**src/rtl/mult_div_pkg.sv**
```systemverilog
// mult_div_pkg: shared types and constants for the iterative multiply/divide unit.
//   op_e    : operation encoding carried on the 2-bit op input
//   state_e : sequencer states (also exported on the debug state output)
//   DATA_W  : default operand width; HI and LO are each DATA_W bits
//   STEPS   : radix-2 iterations per operation (one per operand bit)
package mult_div_pkg;

  localparam int DATA_W = 32;
  localparam int STEPS  = DATA_W;

  typedef enum logic [1:0] {
    OP_MULT  = 2'b00,
    OP_MULTU = 2'b01,
    OP_DIV   = 2'b10,
    OP_DIVU  = 2'b11
  } op_e;

  typedef enum logic [1:0] {
    IDLE = 2'b00,
    CALC = 2'b01,
    FIX  = 2'b10,
    DONE = 2'b11
  } state_e;

  // MULT and DIV work on magnitudes and need a sign fix afterwards.
  function automatic logic is_signed_op(op_e op);
    return (op == OP_MULT) || (op == OP_DIV);
  endfunction

endpackage

```
**src/rtl/mult_div_if.sv**
```systemverilog
// mult_div_if: request/result bundle between the execute stage and the
// multiply/divide unit.
//   start, op, rs, rt          : request from the pipeline (master drives)
//   busy, done, hi_out, lo_out : status and HI/LO result (slave drives)
//   dbg_state                  : current sequencer state, for observation only
//
// Handshake: a request is taken on a rising edge where start=1 and the unit is
// IDLE (busy=0); op/rs/rt only matter on that edge. Starts seen while busy are
// dropped. done is a single-cycle strobe meaning hi_out/lo_out must be written
// to HI/LO in that cycle; the results then hold until the next done.
interface mult_div_if
  import mult_div_pkg::*;
#(
  parameter int WIDTH = DATA_W
) ();

  logic             start;
  logic [1:0]       op;
  logic [WIDTH-1:0] rs;
  logic [WIDTH-1:0] rt;
  logic             busy;
  logic             done;
  logic [WIDTH-1:0] hi_out;
  logic [WIDTH-1:0] lo_out;
  state_e           dbg_state;

  modport master (
    output start, op, rs, rt,
    input  busy, done, hi_out, lo_out, dbg_state
  );

  modport slave (
    input  start, op, rs, rt,
    output busy, done, hi_out, lo_out, dbg_state
  );

endinterface

```
**src/rtl/mdu_step.sv**
```systemverilog
// mdu_step: one radix-2 iteration of the multiply/divide datapath, purely
// combinational.
//   is_div  : 0 = shift-add multiply step, 1 = restoring divide step
//   operand : multiplicand magnitude (multiply) or divisor magnitude (divide)
//   acc_i   : multiply: {partial product, remaining multiplier bits}
//             divide  : {partial remainder, remaining dividend / quotient bits}
//   acc_o   : accumulator after this iteration
module mdu_step #(
  parameter int WIDTH = 32
) (
  input  logic               is_div,
  input  logic [WIDTH-1:0]   operand,
  input  logic [2*WIDTH-1:0] acc_i,
  output logic [2*WIDTH-1:0] acc_o
);

  logic [WIDTH:0]   mul_sum;
  logic [WIDTH:0]   rem_sh;
  logic [WIDTH+1:0] trial;
  logic             unused_bits;

  always_comb begin
    // Multiply: add the multiplicand into the upper half when the multiplier
    // LSB is set, then shift the whole accumulator right with the carry.
    mul_sum = {1'b0, acc_i[2*WIDTH-1:WIDTH]} + (acc_i[0] ? {1'b0, operand} : '0);

    // Divide: shift the next dividend bit into the remainder, trial-subtract.
    rem_sh = acc_i[2*WIDTH-1:WIDTH-1];
    trial  = {1'b0, rem_sh} - {2'b00, operand};

    if (is_div) begin
      if (trial[WIDTH+1]) begin
        // Borrow: restore the shifted remainder, quotient bit 0.
        acc_o = {rem_sh[WIDTH-1:0], acc_i[WIDTH-2:0], 1'b0};
      end else begin
        acc_o = {trial[WIDTH-1:0], acc_i[WIDTH-2:0], 1'b1};
      end
    end else begin
      acc_o = {mul_sum, acc_i[WIDTH-1:1]};
    end
  end

  // The remainder stays below the divisor, so these top bits are always zero
  // whenever they would be kept.
  assign unused_bits = ^{rem_sh[WIDTH], trial[WIDTH]};

endmodule

```
**src/rtl/mult_div_unit.sv**
```systemverilog
// mult_div_unit: iterative MULT/MULTU/DIV/DIVU unit producing the HI/LO pair.
//   clk      : rising-edge clock
//   reset_n  : asynchronous active-low reset
//   bus      : mult_div_if slave (start/op/rs/rt in; busy/done/hi_out/lo_out out)
//
// Schedule: IDLE --start--> CALC (WIDTH steps) -> FIX (sign correction) ->
// DONE (done=1, results registered on the edge entering DONE) -> IDLE.
// done appears WIDTH+1 cycles after the accepting edge. All iteration is on
// magnitudes; signs are reapplied only when leaving FIX.
module mult_div_unit
  import mult_div_pkg::*;
#(
  parameter int WIDTH = DATA_W
) (
  input  logic     clk,
  input  logic     reset_n,
  mult_div_if.slave bus
);

  localparam int W2    = 2 * WIDTH;
  localparam int CNT_W = $clog2(WIDTH);

  state_e           state_q, state_d;
  logic             is_div_q, is_div_d;
  logic             neg_res_q, neg_res_d;   // quotient / product gets negated
  logic             neg_rem_q, neg_rem_d;   // remainder gets negated (dividend < 0)
  logic [WIDTH-1:0] operand_q, operand_d;
  logic [W2-1:0]    acc_q, acc_d;
  logic [CNT_W-1:0] count_q, count_d;
  logic [WIDTH-1:0] hi_q, hi_d;
  logic [WIDTH-1:0] lo_q, lo_d;

  // Start-cycle operand conditioning.
  op_e              start_op;
  logic             start_signed;
  logic             start_div;
  logic             sign_rs, sign_rt;
  logic [WIDTH-1:0] abs_rs, abs_rt;

  logic [W2-1:0]    step_acc;
  logic             last_step;
  logic [W2-1:0]    prod_fix;
  logic [WIDTH-1:0] hi_fix, lo_fix;

  always_comb begin
    start_op     = op_e'(bus.op);
    start_signed = is_signed_op(start_op);
    start_div    = (start_op == OP_DIV) || (start_op == OP_DIVU);
    sign_rs      = start_signed & bus.rs[WIDTH-1];
    sign_rt      = start_signed & bus.rt[WIDTH-1];
    // The magnitude of the most negative value is the same bit pattern read as
    // unsigned, which is exactly what the unsigned datapath needs.
    abs_rs       = sign_rs ? -bus.rs : bus.rs;
    abs_rt       = sign_rt ? -bus.rt : bus.rt;
  end

  mdu_step #(.WIDTH(WIDTH)) u_step (
    .is_div  (is_div_q),
    .operand (operand_q),
    .acc_i   (acc_q),
    .acc_o   (step_acc)
  );

  assign last_step = (count_q == CNT_W'(WIDTH - 1));

  // Sign correction applied to the finished accumulator.
  always_comb begin
    prod_fix = neg_res_q ? -acc_q : acc_q;
    if (is_div_q) begin
      lo_fix = neg_res_q ? -acc_q[WIDTH-1:0] : acc_q[WIDTH-1:0];
      hi_fix = neg_rem_q ? -acc_q[W2-1:WIDTH] : acc_q[W2-1:WIDTH];
    end else begin
      hi_fix = prod_fix[W2-1:WIDTH];
      lo_fix = prod_fix[WIDTH-1:0];
    end
  end

  // State register and datapath registers.
  always_ff @(posedge clk or negedge reset_n) begin
    if (!reset_n) begin
      state_q   <= IDLE;
      is_div_q  <= 1'b0;
      neg_res_q <= 1'b0;
      neg_rem_q <= 1'b0;
      operand_q <= '0;
      acc_q     <= '0;
      count_q   <= '0;
      hi_q      <= '0;
      lo_q      <= '0;
    end else begin
      state_q   <= state_d;
      is_div_q  <= is_div_d;
      neg_res_q <= neg_res_d;
      neg_rem_q <= neg_rem_d;
      operand_q <= operand_d;
      acc_q     <= acc_d;
      count_q   <= count_d;
      hi_q      <= hi_d;
      lo_q      <= lo_d;
    end
  end

  // Next-state logic.
  always_comb begin
    state_d = state_q;
    case (state_q)
      IDLE:    if (bus.start) state_d = CALC;
      CALC:    if (last_step) state_d = FIX;
      FIX:     state_d = DONE;
      DONE:    state_d = IDLE;
      default: state_d = IDLE;
    endcase
  end

  // Datapath next values.
  always_comb begin
    is_div_d  = is_div_q;
    neg_res_d = neg_res_q;
    neg_rem_d = neg_rem_q;
    operand_d = operand_q;
    acc_d     = acc_q;
    count_d   = count_q;
    hi_d      = hi_q;
    lo_d      = lo_q;
    case (state_q)
      IDLE: begin
        if (bus.start) begin
          is_div_d  = start_div;
          neg_res_d = sign_rs ^ sign_rt;
          neg_rem_d = sign_rs;
          // Multiply iterates over the multiplier (rt) in the low half;
          // divide shifts the dividend (rs) out of the low half.
          operand_d = start_div ? abs_rt : abs_rs;
          acc_d     = {{WIDTH{1'b0}}, (start_div ? abs_rs : abs_rt)};
          count_d   = '0;
        end
      end
      CALC: begin
        acc_d   = step_acc;
        count_d = count_q + 1'b1;
      end
      FIX: begin
        // Loaded on the edge that enters DONE.
        hi_d = hi_fix;
        lo_d = lo_fix;
      end
      default: ;
    endcase
  end

  // Outputs decoded from state.
  always_comb begin
    bus.busy      = (state_q != IDLE);
    bus.done      = (state_q == DONE);
    bus.dbg_state = state_q;
    bus.hi_out    = hi_q;
    bus.lo_out    = lo_q;
  end

endmodule

```
**src/flat_wrapper.sv**
```systemverilog
// flat-port wrapper written by rule: the top's interface ports become plain ports
module mult_div_unit_flat import mult_div_pkg::*;
#(
  parameter int WIDTH = DATA_W
)
  (clk, reset_n, bus_start, bus_op, bus_rs, bus_rt, bus_busy, bus_done, bus_hi_out, bus_lo_out, bus_dbg_state);
  mult_div_if #(.WIDTH(WIDTH)) bus_i ();
  input  logic clk;
  input  logic reset_n;
  input wire logic [$bits(bus_i.start)-1:0] bus_start;
  input wire logic [$bits(bus_i.op)-1:0] bus_op;
  input wire logic [$bits(bus_i.rs)-1:0] bus_rs;
  input wire logic [$bits(bus_i.rt)-1:0] bus_rt;
  output wire logic [$bits(bus_i.busy)-1:0] bus_busy;
  output wire logic [$bits(bus_i.done)-1:0] bus_done;
  output wire logic [$bits(bus_i.hi_out)-1:0] bus_hi_out;
  output wire logic [$bits(bus_i.lo_out)-1:0] bus_lo_out;
  output wire logic [$bits(bus_i.dbg_state)-1:0] bus_dbg_state;
  assign bus_i.start = bus_start;
  assign bus_i.op = bus_op;
  assign bus_i.rs = bus_rs;
  assign bus_i.rt = bus_rt;
  assign bus_busy = bus_i.busy;
  assign bus_done = bus_i.done;
  assign bus_hi_out = bus_i.hi_out;
  assign bus_lo_out = bus_i.lo_out;
  assign bus_dbg_state = bus_i.dbg_state;
  mult_div_unit #(.WIDTH(WIDTH)) u_core (.clk(clk), .reset_n(reset_n), .bus(bus_i));
endmodule
```
**config.mk**
```make
export PLATFORM = sky130hd
export DESIGN_NAME = mult_div_unit_flat
export DESIGN_NICKNAME = d
export VERILOG_FILES = /design/src/rtl/mult_div_pkg.sv /design/src/rtl/mult_div_if.sv /design/src/rtl/mdu_step.sv /design/src/rtl/mult_div_unit.sv /design/src/flat_wrapper.sv
export SDC_FILE = /design/constraint.sdc
export NUM_CORES = 1
export LEC_CHECK = 0
export ABC_AREA = 0
export BUFFER_PORTS_ARGS = -buffer_cell sky130_fd_sc_hd__buf_2
export CAP_MARGIN = 25
export CORE_MARGIN = 2
export CORE_UTILIZATION = 40
export CTS_CLUSTER_DIAMETER = 30
export DETAILED_ROUTE_END_ITERATION = 12
export GPL_TIMING_DRIVEN = 0
export PLACE_DENSITY_LB_ADDON = 0.25
export SYNTH_ARGS = -nofsm -noshare
export SYNTH_HDL_FRONTEND = slang
export SYNTH_SLANG_ARGS = --single-unit
```
**constraint.sdc**
```tcl
create_clock -name clk -period 3.93 [get_ports clk]
set_clock_uncertainty 0.15 [all_clocks]
set_input_delay 0.1965 -clock clk [delete_from_list [all_inputs] [get_ports clk]]
set_output_delay 0.1965 -clock clk [all_outputs]
set_load 0.01 [all_outputs]
```
==> impl_metrics.py, run 1 <==
metrics = {
    "route": {
        "wl_per_cell_um": 21.3,
        "avgViaCountPerCell": 5.97,
        "drt-total-wl_mm": 52.6,
        "first_pass_iters": 8,
        "vias": 14700,
        "route.detailed.drc": 0,
        "ant_nets": 0,
        "first_iter_violations": 1297,
    },
    "timing": {
        "fin_tns_setup_ns": 0,
        "rsz0062_at_grt": "no",
        "fin_crit_sh": 0.956,
        "tightest_slew_ns": 0.892,
        "setup_viol": 0,
        "period_needed_ns": 3.76,
        "hold_viol": 0,
        "maxSlewViolCount": 0,
        "clock.fmax_mhz": 266,
        "relSlewSlack": 0.405,
    },
    "placement": {
        "dp.cells": 2431,
        "portBuffers": 135,
        "gp_congestion": 0.942,
        "post-dp-hpwl_mm": 41.4,
    },
    "hold_path": {
        "hp-class": "in -> reg",
        "hold_end": "u_core.operand_q[27]",
        "whs_path_depth": 4,
        "min_from": "bus_rs[27]",
    },
    "logic_synthesis": {
        "synth_top_family_by_area": "compound AO/OA/AOI/OAI gates",
        "yosys_warnings": 0,
        "synth-edff-count": 0,
        "synth_area_per_cell_um2": 7.89,
        "synthMuxAreaShare": 0.0536,
        "synthAdderAreaFrac": 0.0668,
        "ys_seq_elements": 170,
        "synth-compound-area-share": 0.261,
        "synth-main-ff-cell": "dfrtp_1",
        "synthArstFlopShare": 1.00,
        "synthesis.area_um2": 14500,
        "synth_cell_types": 77,
        "synth-seq-area-share": 0.294,
        "synthCells": 1834,
        "syn_nets": 1979,
        "synth_xor_area_frac": 0.101,
        "synth_simple_gate_area_frac": 0.178,
    },
    "global_routing": {
        "antenna_found_initial": 0,
        "overflow": 0,
        "grt_pass1_wl_mm": 81.3,
        "track_usage": 0.274,
        "grt_max_degree": 89,
        "grt_pass1_vias": 14000,
    },
    "run_status": {
        "status": "finished, final reports clean",
    },
    "power": {
        "power.switching_uw": 7660,
        "powerDensity_nw_per_um2": 888,
        "switching_share": 0.523,
        "seqPwrFrac": 0.235,
        "ir_drop_uv": 467,
        "pwr-share-clk": 0.117,
        "p_int_uw": 6980,
        "total_power_uw": 14600,
        "p_comb_frac": 0.648,
        "p_leak_uw": 0.00721,
    },
    "cts": {
        "cts_tree": "built",
        "htreeDepth": 4,
        "cts-root-buf": "clkbuf_16",
        "cts_buffer_depth": 2,
        "numClockSinks": 170,
        "path_clk_slew_ns": 0.08,
        "cts_buffers": 17,
        "clkLatencyLatePin_ns": 0.46,
    },
    "floorplan": {
        "dieWidth_um": 194,
        "fp.dieH_um": 194,
        "pin_count": 137,
        "die_area_um2": 37700,
        "core_um2": 35600,
        "start_util": 0.407,
        "rows": 69,
    },
    "finish": {
        "areaGrowthSynthToFinish_pct": 14.0,
        "diodes": 0,
        "finalNetCount": 2136,
        "stdcell_count": 2465,
        "fin_util": 0.463,
        "drive_above_1_share": 0.127,
    },
    "worst_setup_path": {
        "timing.rr.end": "u_core.acc_q[52]",
        "worst-r2r-cell-count": 11,
        "slowest_delay_ns": 0.52,
        "r2r_slack_ns": 0.17,
        "critical_path.startpoint_type": "register",
        "crit_fanout": 10,
        "arrival_ns": 3.93,
        "required_ns": 4.10,
        "crit_type": "reg -> reg",
        "cp_cell_sequence": "ha_1 > nor2b_1 > o2111ai_2 > a2111oi_4 > o211a_4 > o211ai_1 > a21bo_4 > nand2_1 > buf_4 > mux2i_1 > o21ai_0",
        "r2r_start": "u_core.acc_q[32]",
        "crit_path_end_kind": "register",
        "cp_slowest_cell": "a2111oi_4",
    },
    "run": {
        "cap_violations": 0,
    },
}
## cell usage after synthesis, drive strengths merged (12+ instances only)
| master | number | area, um2 |
|---|---|---|
| a211oi | 27 | 203 |
| a21o | 36 | 270 |
| a21oi | 221 | 1110 |
| a22oi | 21 | 163 |
| a31oi | 12 | 75.1 |
| buf | 15 | 61.3 |
| clkbuf | 86 | 323 |
| dfrtp | 170 | 4250 |
| ha | 74 | 926 |
| inv | 71 | 267 |
| mux2 | 35 | 394 |
| mux2i | 38 | 380 |
| nand2 | 145 | 544 |
| nand3 | 22 | 115 |
| nor2 | 242 | 908 |
| nor3 | 31 | 155 |
| nor4 | 22 | 171 |
| o21a | 13 | 97.6 |
| o21ai | 153 | 766 |
| o31ai | 26 | 195 |
| o41ai | 18 | 165 |
| or3 | 18 | 118 |
| or4 | 13 | 109 |
| xnor2 | 80 | 701 |
| xor2 | 87 | 762 |
## flip-flops by register name, summed over array words and instances, names as in the netlist
signal,count
u_core.acc_q,64
u_core.operand_q,32
u_core.count_q,5
u_core.neg_res_q,1
u_core.bus.dbg_state,2
u_core.neg_rem_q,1
u_core.bus.lo_out,32
u_core.is_div_q,1
u_core.bus.hi_out,32
## layout by cell type, fill, tap and decap left out, types with 35 or more instances in the layout
cell type,Yosys,final
nand2_1,145,145
dfrtp_1,170,169
a21o_1,36,36
nor2_1,242,241
buf_2,4,136
o21ai_0,152,147
xnor2_1,80,80
mux2_2,35,35
clkbuf_1,86,82
xor2_1,87,87
ha_1,74,74
mux2i_1,38,38
inv_1,70,69
a21oi_1,221,219
## how the worst max path moves through the flow
| stage | start | to | slack [ns] | cells after the start |
|---|---|---|---|---|
| 2_1_floorplan | u_core.acc_q[0] | u_core.acc_q[63] | 0.48 | 14 |
| 3_3_place_gp | u_core.acc_q[0] | u_core.acc_q[63] | -0.91 | 13 |
| 3_5_place_dp | u_core.acc_q[0] | u_core.acc_q[63] | -0.94 | 13 |
| 4_1_cts | u_core.acc_q[0] | u_core.bus.hi_out[22] | 0.01 | 11 |
| 5_1_grt | u_core.acc_q[32] | u_core.acc_q[57] | 0.03 | 11 |
| 6_report | u_core.acc_q[32] | u_core.acc_q[52] | 0.17 | 11 |
## worst max-delay path, delay by kind of cell (launching register included)
kind                     cells  cell delay (ns)
adder cells (fa/ha/maj)      1             0.33
buffers and inverters        1             0.28
AO/OA/AOI/OAI                6             1.65
AND/OR/NAND/NOR              2             0.43
multiplexers                 1             0.26
flip-flops                   1             0.51
## stage by stage
stage / worst slack, ns / hold WS, ns / area (um2)
after global routing: 0.0288 / 0.0598 / 16500
final: 0.175 / 0.0562 / 16500
after CTS: 0.0148 / 0.0346 / 16400
after global placement: -0.912 / 0.311 / 15700
after floorplan: 0.483 / -0.249 / 14500
after detailed placement: -0.938 / 0.0878 / 15800
## kinds of logic after synthesis
group / count (synthesis)
AOI/OAI and AO/OA: 613
xor gates and xnor gates: 167
adders and majority gates: 76
buffers and inverters: 172
DFF: 170
muxes: 73
and+or+nand+nor: 563
## power by group through the flow
stage / Sequential [uW] / Clock, uW / Combinational, uW
CTS: 3420 / 1730 / 9280
global route: 3540 / 1790 / 10400
floorplan: 3280 / 0 / 6410
detailed placement: 3440 / 0 / 9160
global placement: 3420 / 0 / 9060
finish: 3440 / 1710 / 9490
## per-layer routing
metal / GRT usage / vias to the layer above / part of all wire
li1: - / 6925 / -
met1: 0.378 / 7148 / 0.45
met2: 0.447 / 566 / 0.47
met3: 0.0395 / 69 / 0.059
met4: 0.0794 / 0 / 0.024
met5: 0 / - / 0
## repair_timing
item / 4_1_cts / 5_1_grt
gates resized for setup: 21 / 18
endpoints found under the hold margin: 82 / 0
endpoints found under the setup margin: 41 / 40
buffers inserted: 0 / 2
hold buffers: 1 / 0
pin swaps: 1 / 2
## final cells by class
class | instances | area [um2]
multi-input cells | 1492 | 9680
flip-flops and latches | 170 | 4260
clock inverters | 15 | 150
fillers | 3659 | 19100
plain buffers | 100 | 392
repair buffers | 139 | 738
well taps | 461 | 577
clock buffers | 17 | 425
inverters | 71 | 267
Power figures use the tool's default switching activity.
==> inputs of run 2 (changes only) <==
--- a/config.mk
+++ b/config.mk
@@ -13,7 +13,7 @@
 export CTS_CLUSTER_DIAMETER = 30
 export DETAILED_ROUTE_END_ITERATION = 12
 export GPL_TIMING_DRIVEN = 0
-export PLACE_DENSITY_LB_ADDON = 0.25
+export PLACE_DENSITY = 0.59
 export SYNTH_ARGS = -nofsm -noshare
 export SYNTH_HDL_FRONTEND = slang
 export SYNTH_SLANG_ARGS = --single-unit
==> run 2 against run 1 <==
Net effect:
- largest cell class unchanged
- via count is 0.44% lower
- combinational power is 0.9% lower
- critical path depth is 2 higher
- design area hardly changed
==> impl_metrics.py, run 2 (synthesis results as in run 1) <==
metrics = {
    "timing": {
        "tightest_slew_ns": 0.847,
        "hold_viol": 0,
        "rsz0062_at_grt": "no",
        "relSlewSlack": 0.430,
        "fin_tns_setup_ns": 0,
        "maxSlewViolCount": 0,
        "period_needed_ns": 3.74,
        "fin_crit_sh": 0.952,
        "clock.fmax_mhz": 267,
        "setup_viol": 0,
    },
    "run_status": {
        "status": "finished, final reports clean",
    },
    "worst_setup_path": {
        "required_ns": 4.13,
        "crit_fanout": 10,
        "crit_type": "reg -> reg",
        "critical_path.startpoint_type": "register",
        "cp_slowest_cell": "dfrtp_2",
        "cp_cell_sequence": "inv_1 > clkbuf_4 > nor2_1 > ha_1 > o211a_1 > a211oi_4 > or3_4 > nand3_2 > a211o_1 > and2_1 > o41ai_4 > mux2_2 > o31ai_1",
        "arrival_ns": 3.94,
        "slowest_delay_ns": 0.45,
        "crit_path_end_kind": "register",
    },
    "run": {
        "cap_violations": 0,
    },
    "route": {
        "ant_nets": 0,
        "avgViaCountPerCell": 5.93,
        "drt-total-wl_mm": 52.0,
        "first_pass_iters": 7,
        "first_iter_violations": 1037,
        "route.detailed.drc": 0,
        "vias": 14600,
        "wl_per_cell_um": 21.1,
    },
    "global_routing": {
        "track_usage": 0.269,
        "grt_pass1_wl_mm": 80.0,
        "antenna_found_initial": 1,
        "grt_pass1_vias": 14000,
        "grt_max_degree": 92,
        "overflow": 0,
    },
    "finish": {
        "finalNetCount": 2138,
        "stdcell_count": 2468,
        "largest_reg_flops": 64,
        "final_cell_mix": "nor2_1, a21oi_1, dfrtp_1",
        "final_common_cell": "nor2_1",
        "drive_above_1_share": 0.126,
        "design_area_um2": 16500,
        "fillers": 3549,
        "regMostFlops": "u_core.acc_q",
        "areaGrowthSynthToFinish_pct": 14.0,
    },
    "cts": {
        "clkLatencyLatePin_ns": 0.45,
        "path_clk_slew_ns": 0.08,
        "cts_tree": "built",
        "cts_buffers": 17,
        "numClockSinks": 170,
        "htreeDepth": 4,
        "cts-root-buf": "clkbuf_16",
        "cts_buffer_depth": 2,
    },
    "power": {
        "total_power_uw": 14500,
        "switching_share": 0.519,
        "power.switching_uw": 7540,
        "p_comb_frac": 0.647,
        "p_int_uw": 6990,
        "p_leak_uw": 0.00721,
        "pwr-share-clk": 0.118,
        "seqPwrFrac": 0.235,
        "ir_drop_uv": 455,
        "powerDensity_nw_per_um2": 882,
    },
    "floorplan": {
        "start_util": 0.407,
        "die_area_um2": 37700,
        "rows": 69,
        "fp.dieH_um": 194,
        "core_um2": 35600,
        "dieWidth_um": 194,
        "pin_count": 137,
    },
    "placement": {
        "placed_area_um2": 15800,
        "dp.cells": 2431,
        "portBuffers": 135,
        "gp_congestion": 0.955,
        "post-dp-hpwl_mm": 40.9,
    },
    "hold_path": {
        "hp-class": "in -> reg",
    },
}
## run 2: changes by cell type in the layout (fill, tap and decap cells not counted), moves of 2 or more
cell / delta
inv_6: -2
o21ai_1: -2
clkinvlp_4: +3
clkbuf_4: +4
clkinv_4: +2
o21ai_0: +2
clkbuf_8: +2
clkinv_2: -3
## run 2: metal layers
| metal | vias to the layer above | global-route usage | share of wire |
|---|---|---|---|
| li1 | 6925 | - | - |
| met1 | 7063 | 0.368 | 0.45 |
| met2 | 560 | 0.429 | 0.45 |
| met3 | 96 | 0.0417 | 0.063 |
| met4 | 0 | 0.0999 | 0.035 |
| met5 | - | 0 | 0 |
## run 2: per-stage QoR
step           hold WS, ns  utilization  worst slack (ns)
2_1_floorplan       -0.249            -             0.483
3_3_place_gp         0.312        0.442            -0.876
3_5_place_dp        0.0998        0.443            -0.838
4_1_cts             0.0276        0.461           -0.0156
5_1_grt             0.0520        0.464           0.00351
6_report            0.0424        0.464             0.188
## run 2: critical path: cells and delay by family (launching register included)
kind / cells / cell delay, ns
AO/OA/AOI/OAI: 5 / 1.31
AND/OR/NAND/NOR: 4 / 0.65
flip-flops: 1 / 0.45
buffers and inverters: 2 / 0.37
multiplexers: 1 / 0.37
adder cells (fa/ha/maj): 1 / 0.33
## run 2: path summary, 6_finish.rpt
path / from / endpoint / slack (ns) / cells past startpoint
worst max-delay path: u_core.acc_q[0] / u_core.acc_q[62] / 0.19 / 13
worst min-delay path: bus_rt[0] / u_core.operand_q[0] / 0.04 / 3
worst max register to register: u_core.acc_q[0] / u_core.acc_q[62] / 0.19 / 13
worst min register to register: u_core.operand_q[30] / u_core.operand_q[30] / 0.33 / 2
max in group asynchronous: reset_n / u_core.bus.hi_out[25] / 2.53 / 3
min in group asynchronous: reset_n / u_core.operand_q[17] / 0.20 / 2
## run 2: power by group through the flow
stage	clock network, uW	logic (uW)	registers (uW)
final	1720	9400	3420
after global routing	1810	10300	3510
after CTS	1740	9180	3410
after detailed placement	0	9100	3440
after global placement	0	9020	3410
after floorplan	0	6410	3280
## run 2: timing repair
item,4_1_cts,5_1_grt
pin swaps,1,1
cloned,0,0
resized for setup,14,16
setup endpoints to repair,37,27
endpoints found under the hold margin,80,0
setup buffers,1,3
hold buffers,2,0
## run 2: layout make-up
cell class,instances,area [um2],share of cell area
Timing Repair Buffer,142,763,0.0463
Clock inverter,13,130,0.00789
Tap cell,461,577,0.0350
Buffer,99,390,0.0237
Multi-Input combinational cell,1492,9650,0.585
Inverter,71,267,0.0162
Antenna cell,1,2.50,0.000152
Clock buffer,19,453,0.0275
Sequential cell,170,4260,0.258
==> inputs of run 3 (changes only) <==
--- a/config.mk
+++ b/config.mk
@@ -5,15 +5,15 @@
 export SDC_FILE = /design/constraint.sdc
 export NUM_CORES = 1
 export LEC_CHECK = 0
-export ABC_AREA = 0
+export ABC_AREA = 1
 export BUFFER_PORTS_ARGS = -buffer_cell sky130_fd_sc_hd__buf_2
 export CAP_MARGIN = 25
 export CORE_MARGIN = 2
-export CORE_UTILIZATION = 40
+export CORE_UTILIZATION = 27
 export CTS_CLUSTER_DIAMETER = 30
 export DETAILED_ROUTE_END_ITERATION = 12
 export GPL_TIMING_DRIVEN = 0
-export PLACE_DENSITY = 0.59
+export PLACE_DENSITY = 0.43
 export SYNTH_ARGS = -nofsm -noshare
 export SYNTH_HDL_FRONTEND = slang
 export SYNTH_SLANG_ARGS = --single-unit
==> run 3 against run 2 <==
Net effect:
- sequential power grew 12%
- fmax grew 10%
- power grew 25%
- sequential share of layout area shrank 4.7 points
- design area grew 23%
- flip-flop and latch count is the same
- critical path depth grew 3
- synthesized area grew 22%
- non-clock buffer count grew 8
- synthesized cell count grew 65%
- via count grew 40%
- count of clock-buffer cells in the layout shrank 1
- critical path type unchanged
==> impl_metrics.py, run 3 <==
metrics = {
    "worst_setup_path": {
        "crit_family": "simple AND/OR/NAND/NOR gates",
        "crit_start": "u_core.acc_q[32]",
        "critPathBufInv": 3,
        "crit_type": "reg -> reg",
        "crit_fanout": 7,
        "critical_path.startpoint_type": "register",
        "cpMostUsedCell": "nand2_1",
        "crit_path_end_kind": "register",
        "arrival_ns": 3.68,
        "timing.rr.end": "u_core.acc_q[55]",
        "r2r_slack_ns": 0.53,
        "cp_cell_sequence": "ha_1 > inv_1 > fa_1 > inv_1 > nand3_1 > nand3_1 > nand2_1 > nand3_1 > nand2_1 > nand3_1 > nand2_1 > nand3_1 > nand2_1 > inv_1 > nand2_1 > nand2_1",
        "r2r_start": "u_core.acc_q[32]",
        "worst-r2r-cell-count": 16,
        "required_ns": 4.21,
        "slowest_delay_ns": 0.61,
        "cp_slowest_cell": "dfrtp_1",
    },
    "finish": {
        "largest_reg_flops": 64,
        "final_cell_mix": "nand2_1, inv_1, nor2_1",
        "fin_util": 0.313,
        "areaGrowthSynthToFinish_pct": 14.6,
        "diodes": 0,
        "regMostFlops": "u_core.acc_q",
        "drive_above_1_share": 0.0669,
        "fillers": 7424,
        "final_common_cell": "nand2_1",
        "finalNetCount": 3345,
    },
    "cts": {
        "cts_resized": 0,
        "cts_buffers": 17,
        "path_clk_slew_ns": 0.08,
        "numClockSinks": 170,
        "clkLatencyLatePin_ns": 0.50,
        "cts-root-buf": "clkbuf_16",
        "cts_tree": "built",
        "htreeDepth": 4,
        "cts_buffer_depth": 2,
    },
    "timing": {
        "period_needed_ns": 3.40,
        "tightest_slew_ns": 1.03,
        "hold_viol": 0,
        "maxSlewViolCount": 0,
        "relSlewSlack": 0.314,
        "whs_ns": 0.0177,
        "rsz0062_at_grt": "no",
        "fin_crit_sh": 0.865,
        "setup_viol": 0,
        "setup_ws_ns": 0.532,
        "clock.fmax_mhz": 294,
    },
    "placement": {
        "place_ws_ns": 0.214,
        "post-dp-hpwl_mm": 72.0,
        "gp_congestion": 1.02,
        "portBuffers": 136,
    },
    "logic_synthesis": {
        "synthArstFlopShare": 1.00,
        "yosysTopAreaCell": "dfrtp_1",
        "synthCells": 3024,
        "ys_seq_elements": 170,
        "yosys_warnings": 0,
        "synth-main-ff-cell": "dfrtp_1",
        "synthTopCellsByArea": "dfrtp_1, nand2_1, inv_1",
        "netlist_top_cells_count": "nand2_1, inv_1, nor2_1, nand3_1, dfrtp_1",
        "synth_area_per_cell_um2": 5.83,
        "syn_nets": 3169,
        "synth-seq-area-share": 0.241,
        "synthesis.area_um2": 17600,
        "synth_most_common_cell": "nand2_1",
        "synth_cell_types": 51,
        "synth_top_area_frac": 0.241,
        "synth-edff-count": 0,
    },
    "floorplan": {
        "start_util": 0.273,
        "dieWidth_um": 260,
        "die_area_um2": 67300,
        "pin_count": 137,
        "fp.dieH_um": 260,
        "rows": 93,
        "core_um2": 64500,
    },
    "hold_path": {
        "hp-class": "in -> reg",
        "whs_path_depth": 5,
        "hold_end": "u_core.operand_q[30]",
        "min_from": "bus_rs[30]",
    },
    "power": {
        "power.switching_uw": 10800,
        "p_leak_uw": 0.0106,
        "p_comb_frac": 0.692,
        "seqPwrFrac": 0.212,
        "switching_share": 0.596,
        "total_power_uw": 18100,
        "pwr-share-clk": 0.097,
        "p_int_uw": 7310,
        "ir_drop_uv": 370,
        "powerDensity_nw_per_um2": 896,
    },
    "route": {
        "avgViaCountPerCell": 5.06,
        "ant_nets": 0,
        "route.detailed.drc": 0,
        "drt-total-wl_mm": 85.8,
        "wl_per_cell_um": 21.1,
        "first_iter_violations": 1874,
        "vias": 20600,
        "first_pass_iters": 6,
    },
    "run_status": {
        "status": "finished, final reports clean",
    },
    "global_routing": {
        "antenna_found_initial": 0,
        "grt_max_degree": 89,
        "overflow": 0,
        "track_usage": 0.252,
        "grt_pass1_wl_mm": 126,
        "grt_pass1_vias": 19500,
    },
    "run": {
        "cap_violations": 0,
    },
}
==> run 3: cell types whose count changed after synthesis, moves of 24 or more <==
cell	change
a21o_1	-33
nor2_1	+85
nand2_1	+852
a21oi_1	-90
mux2i_1	-38
nand3_1	+289
nand4_1	+42
clkbuf_1	-24
xnor2_1	-65
inv_1	+369
mux2_2	-35
a211oi_1	-27
==> run 3: worst min-delay path, cell delays in order <==
cell and delay, ns:
buf_2 0.11, nand2_1 0.07, nand2_1 0.07, nand2_1 0.08, o211ai_1 0.09
==> run 3: through the flow <==
| stage | cell area (um2) | setup TNS, ns | std cells |
|---|---|---|---|
| final | 20200 | 0 | 4068 |
| after global routing | 20200 | 0 | 4068 |
| after CTS | 20200 | 0 | 4069 |
| after detailed placement | 19400 | 0 | 4016 |
| after global placement | 19400 | -88.50 | 4015 |
| after floorplan | 17600 | 0 | 3024 |
==> run 3: metal layers <==
| layer | global-route usage | vias up | share of wire |
|---|---|---|---|
| met2 | 0.416 | 618 | 0.46 |
| met5 | 0 | - | 0 |
| met4 | 0.0715 | 0 | 0.025 |
| met1 | 0.340 | 9817 | 0.46 |
| met3 | 0.0364 | 99 | 0.052 |
| li1 | - | 10000 | - |
==> run 3: cells by family after synthesis <==
logic type | Yosys count | synth area share
xor+xnor | 84 | 0.0417
buf+inv | 538 | 0.117
simple gates | 1755 | 0.415
compound gates | 401 | 0.130
fa+ha+maj | 76 | 0.0548
flops | 170 | 0.241
==> run 3: worst max-delay path by stage <==
stage                                 endpoint  cells after the start
after detailed placement      u_core.acc_q[59]                     18
after global routing          u_core.acc_q[59]                     17
final                         u_core.acc_q[55]                     16
after CTS                     u_core.acc_q[59]                     18
after global placement    u_core.bus.hi_out[2]                      1
after floorplan               u_core.acc_q[59]                     19
==> run 3: cell type report <==
cell class	count	area, um2	share of cell area
multi-input cells	2316	11300	0.560
flip-flops and latches	170	4250	0.211
inverters	446	1670	0.0828
well taps	855	1070	0.0529
repair buffers	158	928	0.0459
clock buffers	18	439	0.0217
plain buffers	91	383	0.0189
clock inverters	14	146	0.00724
==> run 3: repair_timing <==
| action | in CTS | in global routing |
|---|---|---|
| hold buffers | 21 | 0 |
| endpoints found under the hold margin | 103 | 0 |
| endpoints found under the setup margin | 0 | 2 |
| buffers inserted | 0 | 0 |
==> run 3: power by group through the flow <==
stage               Combinational (uW)  Sequential (uW)  Clock [uW]
finish                           12500             3830        1750
global route                     13900             3920        1860
CTS                              12500             3810        1800
detailed placement               12400             3840           0
global placement                 12400             3820           0
floorplan                         8010             3390           0
